[src/rtl/jtag_scan_master.sv]
// JTAG scan engine: runs TAP reset, IR scan, DR scan and run-idle commands on tck/tms/tdi, capturing tdo.
// Optional TDO expect/mask comparison is enabled by defining JTAG_TDO_COMPARE_EN.
module jtag_scan_master #(
    parameter int IR_LENGTH   = 4,
    parameter int MAX_DR_BITS = 64,
    parameter int LEN_W       = 8,
    parameter int TCK_DIV     = 2
) (
    input  logic                   clk,
    input  logic                   trst_,
    input  logic                   cmd_valid,
    output logic                   cmd_ready,
    input  logic [1:0]             cmd_op,
    input  logic [LEN_W-1:0]       cmd_len,
    input  logic [MAX_DR_BITS-1:0] cmd_data,
`ifdef JTAG_TDO_COMPARE_EN
    input  logic [MAX_DR_BITS-1:0] cmd_expect,
    input  logic [MAX_DR_BITS-1:0] cmd_mask,
    output logic                   rsp_mismatch,
`endif
    output logic                   rsp_valid,
    output logic                   rsp_err,
    output logic [LEN_W-1:0]       rsp_len,
    output logic [MAX_DR_BITS-1:0] rsp_data,
    output logic                   busy,
    output logic                   tck,
    output logic                   tms,
    output logic                   tdi,
    input  logic                   tdo
);
    localparam int DIV_W = (TCK_DIV > 1) ? $clog2(TCK_DIV) : 1;
    localparam logic [1:0] OP_RESET = 2'd0, OP_IR = 2'd1, OP_DR = 2'd2;

    typedef enum logic [3:0] {
        IDLE, RESET, SEL_DR, SEL_IR, CAPTURE, SHIFT, EXIT1, UPDATE, RUN, DONE
    } state_t;

    state_t                 state_reg, state_next;
    logic [DIV_W-1:0]       div_reg, div_next;
    logic [LEN_W-1:0]       cnt_reg, cnt_next;
    logic                   tail_reg, tail_next;
    logic                   tck_reg, tck_next, tms_reg, tms_next, tdi_reg, tdi_next;
    logic [1:0]             op_reg, op_next;
    logic [LEN_W-1:0]       len_reg, len_next;
    logic [MAX_DR_BITS-1:0] data_reg, data_next, cap_reg, cap_next;
    logic                   rsp_err_reg, rsp_err_next;
    logic [LEN_W-1:0]       rsp_len_reg, rsp_len_next;
    logic [MAX_DR_BITS-1:0] rsp_data_reg, rsp_data_next;
    logic                   tick;
    logic [MAX_DR_BITS-1:0] rsp_calc;

    // Captured bits enter at the top, so the first sample must be shifted down to bit 0.
    assign rsp_calc = cap_reg >> (LEN_W'(MAX_DR_BITS) - len_reg);
    assign tick     = (div_reg == DIV_W'(TCK_DIV - 1));

`ifdef JTAG_TDO_COMPARE_EN
    logic [MAX_DR_BITS-1:0] expect_reg, expect_next, mask_reg, mask_next, len_mask;
    logic                   mis_reg, mis_next;
    assign len_mask     = ~({MAX_DR_BITS{1'b1}} << len_reg);
    assign rsp_mismatch = mis_reg;
`endif

    always_comb begin
        state_next    = state_reg;
        div_next      = div_reg;
        cnt_next      = cnt_reg;
        tail_next     = tail_reg;
        tck_next      = tck_reg;
        tms_next      = tms_reg;
        tdi_next      = tdi_reg;
        op_next       = op_reg;
        len_next      = len_reg;
        data_next     = data_reg;
        cap_next      = cap_reg;
        rsp_err_next  = rsp_err_reg;
        rsp_len_next  = rsp_len_reg;
        rsp_data_next = rsp_data_reg;
`ifdef JTAG_TDO_COMPARE_EN
        expect_next   = expect_reg;
        mask_next     = mask_reg;
        mis_next      = mis_reg;
`endif
        case (state_reg)
            IDLE, DONE: begin
                state_next = IDLE;
                if (cmd_valid) begin
                    op_next   = cmd_op;
                    len_next  = cmd_len;
                    data_next = cmd_data;
                    cap_next  = '0;
                    cnt_next  = '0;
                    div_next  = '0;
                    tck_next  = 1'b0;
                    tdi_next  = 1'b0;
                    tail_next = 1'b0;
                    tms_next  = 1'b1;
`ifdef JTAG_TDO_COMPARE_EN
                    expect_next = cmd_expect;
                    mask_next   = cmd_mask;
`endif
                    case (cmd_op)
                        OP_RESET: state_next = RESET;
                        OP_IR: begin
                            state_next = SEL_DR;
                            len_next   = LEN_W'(IR_LENGTH);
                        end
                        OP_DR: begin
                            if (cmd_len == '0 || cmd_len > LEN_W'(MAX_DR_BITS)) begin
                                state_next    = DONE;
                                tms_next      = 1'b0;
                                rsp_err_next  = 1'b1;
                                rsp_len_next  = '0;
                                rsp_data_next = '0;
`ifdef JTAG_TDO_COMPARE_EN
                                mis_next      = 1'b0;
`endif
                            end else begin
                                state_next = SEL_DR;
                            end
                        end
                        default: begin
                            tms_next = 1'b0;
                            if (cmd_len == '0) begin
                                state_next    = DONE;
                                rsp_err_next  = 1'b0;
                                rsp_len_next  = '0;
                                rsp_data_next = '0;
`ifdef JTAG_TDO_COMPARE_EN
                                mis_next      = 1'b0;
`endif
                            end else begin
                                state_next = RUN;
                            end
                        end
                    endcase
                end
            end
            default: begin
                div_next = tick ? '0 : div_reg + DIV_W'(1);
                if (tick) begin
                    if (tail_reg) begin
                        // Final low phase elapsed: publish the response.
                        state_next   = DONE;
                        tail_next    = 1'b0;
                        rsp_err_next = 1'b0;
                        if (op_reg == OP_IR || op_reg == OP_DR) begin
                            rsp_len_next  = len_reg;
                            rsp_data_next = rsp_calc;
                        end else begin
                            rsp_len_next  = '0;
                            rsp_data_next = '0;
                        end
`ifdef JTAG_TDO_COMPARE_EN
                        mis_next = (op_reg == OP_IR || op_reg == OP_DR) &&
                                   (|((rsp_calc ^ expect_reg) & mask_reg & len_mask));
`endif
                    end else if (!tck_reg) begin
                        tck_next = 1'b1;
                        if (state_reg == SHIFT)
                            cap_next = {tdo, cap_reg[MAX_DR_BITS-1:1]};
                    end else begin
                        tck_next = 1'b0;
                        case (state_reg)
                            RESET: begin
                                if (cnt_reg == LEN_W'(5)) begin
                                    tail_next = 1'b1;
                                end else begin
                                    cnt_next = cnt_reg + LEN_W'(1);
                                    tms_next = (cnt_reg < LEN_W'(4));
                                end
                            end
                            SEL_DR: begin
                                state_next = (op_reg == OP_IR) ? SEL_IR : CAPTURE;
                                tms_next   = (op_reg == OP_IR);
                            end
                            SEL_IR: begin
                                state_next = CAPTURE;
                                tms_next   = 1'b0;
                            end
                            CAPTURE: begin
                                // Two TMS=0 cycles: Select->Capture, Capture->Shift.
                                if (cnt_reg == '0) begin
                                    cnt_next = LEN_W'(1);
                                end else begin
                                    state_next = SHIFT;
                                    cnt_next   = '0;
                                    tms_next   = (len_reg == LEN_W'(1));
                                    tdi_next   = data_reg[0];
                                    data_next  = data_reg >> 1;
                                end
                            end
                            SHIFT: begin
                                if (cnt_reg == len_reg - LEN_W'(1)) begin
                                    state_next = EXIT1;
                                    tms_next   = 1'b1;
                                    tdi_next   = 1'b0;
                                end else begin
                                    cnt_next  = cnt_reg + LEN_W'(1);
                                    tms_next  = ((cnt_reg + LEN_W'(2)) == len_reg);
                                    tdi_next  = data_reg[0];
                                    data_next = data_reg >> 1;
                                end
                            end
                            EXIT1: begin
                                state_next = UPDATE;
                                tms_next   = 1'b0;
                            end
                            UPDATE: tail_next = 1'b1;
                            RUN: begin
                                if (cnt_reg == len_reg - LEN_W'(1))
                                    tail_next = 1'b1;
                                else
                                    cnt_next = cnt_reg + LEN_W'(1);
                            end
                            default: ;
                        endcase
                    end
                end
            end
        endcase
    end

    // Reset leaves the FSM in RESET so a TAP reset runs as soon as trst_ drops.
    always_ff @(posedge clk or posedge trst_) begin
        if (trst_) begin
            state_reg    <= RESET;
            div_reg      <= '0;
            cnt_reg      <= '0;
            tail_reg     <= 1'b0;
            tck_reg      <= 1'b0;
            tms_reg      <= 1'b1;
            tdi_reg      <= 1'b0;
            op_reg       <= OP_RESET;
            len_reg      <= '0;
            data_reg     <= '0;
            cap_reg      <= '0;
            rsp_err_reg  <= 1'b0;
            rsp_len_reg  <= '0;
            rsp_data_reg <= '0;
`ifdef JTAG_TDO_COMPARE_EN
            expect_reg   <= '0;
            mask_reg     <= '0;
            mis_reg      <= 1'b0;
`endif
        end else begin
            state_reg    <= state_next;
            div_reg      <= div_next;
            cnt_reg      <= cnt_next;
            tail_reg     <= tail_next;
            tck_reg      <= tck_next;
            tms_reg      <= tms_next;
            tdi_reg      <= tdi_next;
            op_reg       <= op_next;
            len_reg      <= len_next;
            data_reg     <= data_next;
            cap_reg      <= cap_next;
            rsp_err_reg  <= rsp_err_next;
            rsp_len_reg  <= rsp_len_next;
            rsp_data_reg <= rsp_data_next;
`ifdef JTAG_TDO_COMPARE_EN
            expect_reg   <= expect_next;
            mask_reg     <= mask_next;
            mis_reg      <= mis_next;
`endif
        end
    end

    assign cmd_ready = (state_reg == IDLE) || (state_reg == DONE);
    assign busy      = ~cmd_ready;
    assign rsp_valid = (state_reg == DONE);
    assign rsp_err   = rsp_err_reg;
    assign rsp_len   = rsp_len_reg;
    assign rsp_data  = rsp_data_reg;
    assign tck       = tck_reg;
    assign tms       = tms_reg;
    assign tdi       = tdi_reg;
endmodule

[config.mk]
export PLATFORM = sky130hd
export DESIGN_NAME = jtag_scan_master
export DESIGN_NICKNAME = d
export VERILOG_FILES = /design/src/rtl/jtag_scan_master.sv
export SDC_FILE = /design/constraint.sdc
export NUM_CORES = 1
export LEC_CHECK = 0
export ABC_AREA = 1
export BUFFER_PORTS_ARGS = -buffer_cell sky130_fd_sc_hd__buf_2
export CELL_PAD_IN_SITES_DETAIL_PLACEMENT = 1
export CELL_PAD_IN_SITES_GLOBAL_PLACEMENT = 2
export CORE_ASPECT_RATIO = 1.2
export CORE_MARGIN = 2
export CORE_UTILIZATION = 36
export CTS_BUF_LIST = sky130_fd_sc_hd__clkbuf_4 sky130_fd_sc_hd__clkbuf_8 sky130_fd_sc_hd__clkbuf_16
export DETAILED_ROUTE_END_ITERATION = 8
export PLACE_DENSITY = 0.95
export SYNTH_ARGS = -nofsm -noshare
export SYNTH_HDL_FRONTEND = slang
export SYNTH_SLANG_ARGS = --single-unit
export TNS_END_PERCENT = 1
[constraint.sdc]
create_clock -name clk -period 15.9 [get_ports clk]
set_input_delay 1.59 -clock clk [delete_from_list [all_inputs] [get_ports clk]]
set_output_delay 1.59 -clock clk [all_outputs]
set_load 0.05 [all_outputs]
==> run summary <==
status = finished, final reports clean
Largest stage delay, worst path = 0.92 ns
area of the die = 42,100 um^2
Post-DRT Antenna Nets = 0
Synth area leaders = dfrtp_1 39%, nand3_1 19%, nand2_1 11%
CP most frequent cell = buf_4
fin. max-slew vios = 0
Total GRT Usage = 0.229
Critical Path RT = 16.33 ns
Yosys reg bits = 228
DR WL/cell = 18.3 um
Clk Latency, worst-skew pair = 0.56 ns
Routed WL = 48,600 um
FP Rows = 80
Root Driver = clkbuf_16
Synth cell types = 51
crit end category = flip-flop
# diodes = 0
Ys Warns = 0
Yosys top cell area share = 0.388
layout net count = 2,196
initial antenna violation count = 0
Crit-path slowest cell = nand2_4
setup bufs post-CTS = 0
area leader, netlist = dfrtp_1
first-pass GRT wire length = 79,700 um
Worst Path Max Fanout = 127
DR pass1 iterations = 5
Initial DRC Count = 909
# IOs = 157
GR Overflow Total = 0
I/O Buffers = 156
# clock sinks = 228
initial core utilization = 0.365
Mean Syn Cell Area = 7.04 um^2
commonest non-fill, non-tap cell in the layout = nand3_1
Setup-failing EPs final = 0
Fmax achieved = 179 MHz
CTS tree = done
Hold Fails Final Rpt = 0
Most used DFF post-synth = dfrtp_1
Synth async-reset ratio = 1.00
RSZ-0062 raised after global routing = no
most frequent cells in the layout = 542 x nand3_1, 414 x nand2_1, 225 x dfrtp_1, 188 x nor2_1, 156 x buf_2
DRC = 0
sequential share of the synthesized area = 0.392
Die Y-Extent = 224 um
Syn-to-layout area delta = 12.5%
via count of the first global-routing pass = 14,900
# resized after CTS = 0
fin crit period = 5.58 ns
total CTS buffers = 25
crit path DAT = 6.01 ns
largest net degree at the start of global routing = 128
clk_skew = 0.0111 ns
Mapped Nets = 2,153
critical path, cell by cell = buf_4 > inv_2 > ha_2 > buf_4 > inv_2 > buf_4 > nor2_1 > o21ai_1 > a21oi_1 > o221ai_1 > a21oi_2 > nand4_1 > nand2_4 > nand2_1 > o31ai_1
layout cells sized above 1 = 0.121
Slew headroom = 0.189
Tightest Pin Transition = 1.22 ns
clock tree buffer depth = 3
CORE AREA = 39,800 um^2
Vias/cell = 5.61
Clk pin slew, worst setup/hold paths = 0.06 ns
die width = 188 um
Tcrit/Tclk final = 0.351
maxcap violations = 0
CP Launch Type = flip-flop
Setup TNS = 0 ns
RD Place Congestion = 0.890
min-delay worst type = flip-flop to flip-flop
worst setup path class = flip-flop to flip-flop
H-Tree Level Count = 1
Mapped Area = 14,600 um^2
Vias = 14,900
EDFF count, synth = 0
DP Wirelength = 34,500 um
hold_buf cts = 0
Mapped Cells = 2,068
## final timing paths
| check | from | end | cells after the start | slack (ns) |
|---|---|---|---|---|
| max | len_reg[0]$_DFFE_PP0P_ | data_reg[22]$_DFFE_PP0P_ | 15 | 10.32 |
| min | rsp_data[5]$_DFFE_PP0P_ | rsp_data[5]$_DFFE_PP0P_ | 2 | 0.48 |
| max reg2reg | len_reg[0]$_DFFE_PP0P_ | data_reg[22]$_DFFE_PP0P_ | 15 | 10.32 |
| min reg2reg | rsp_data[5]$_DFFE_PP0P_ | rsp_data[5]$_DFFE_PP0P_ | 2 | 0.48 |
| max in group asynchronous | trst_ | cap_reg[19]$_DFFE_PP0P_ | 3 | 13.38 |
| min in group asynchronous | trst_ | rsp_data[60]$_DFFE_PP0P_ | 2 | 1.08 |
## cells by family after synthesis
logic type      Yosys count  share of synthesized area
compound gates          246                      0.102
xor+xnor                 19                     0.0114
fa+ha+maj                 7                    0.00602
simple gates           1289                      0.410
flops                   228                      0.392
buf+inv                 279                     0.0791
## layer usage
layer  track usage  vias up  wire, um
li1              -     7203         -
met1         0.309     7284     22200
met2         0.377      348     22600
met3        0.0259       87      1970
met4        0.0894        0      1860
met5             0        -         0
## worst max-delay path, delay by kind of cell (launching register included)
kind / cells / cell delay (ns)
compound gates: 5 / 0.69
fa+ha+maj: 1 / 0.54
buf+inv: 5 / 2.19
flops: 1 / 0.34
simple gates: 4 / 1.49
## Yosys cell counts, types with 2 or more instances
cell	count
buf_6	2
nor2_8	2
nor2_4	2
clkbuf_1	78
nor3b_1	2
o31ai_1	65
dfrtp_1	226
o2111ai_1	2
clkinv_1	4
xor2_1	12
a22o_1	3
buf_2	37
nor2_1	188
nor2_2	2
o211ai_1	3
ha_1	7
nand2_1	415
nand4_1	112
o21ai_1	16
a21oi_1	17
nor4_1	2
dfstp_2	2
inv_1	108
xnor2_1	7
o21ai_0	129
nand3_1	542
nor3_1	8
nand2_2	4
buf_1	30
o31ai_2	2
nand3b_1	2
inv_2	8
buf_4	11
## stage by stage
| step | setup WS, ns | cells | utilization | hold slack [ns] | instance area, um^2 |
|---|---|---|---|---|---|
| floorplan | 8.07 | 2068 | - | 0.443 | 14600 |
| global placement | 10.67 | 2617 | 0.390 | 0.457 | 15500 |
| detailed placement | 10.46 | 2617 | 0.390 | 0.462 | 15500 |
| CTS | 10.43 | 2660 | 0.411 | 0.478 | 16400 |
| global route | 9.76 | 2660 | 0.411 | 0.502 | 16400 |
| finish | 10.32 | 2660 | 0.411 | 0.475 | 16400 |
## cell type report
class                           instances  area, um^2
Tap cell                              533         667
Inverter                              120         460
Clock inverter                         14         170
Sequential cell                       228        5710
Fill cell                            5130       23500
Multi-Input combinational cell       1561        7770
Clock buffer                           29         674
Timing Repair Buffer                  175         923
Power is left out: the tool's default activity adds up to more than one toggle a clock period on the data nets, which glitch-free logic cannot reach.
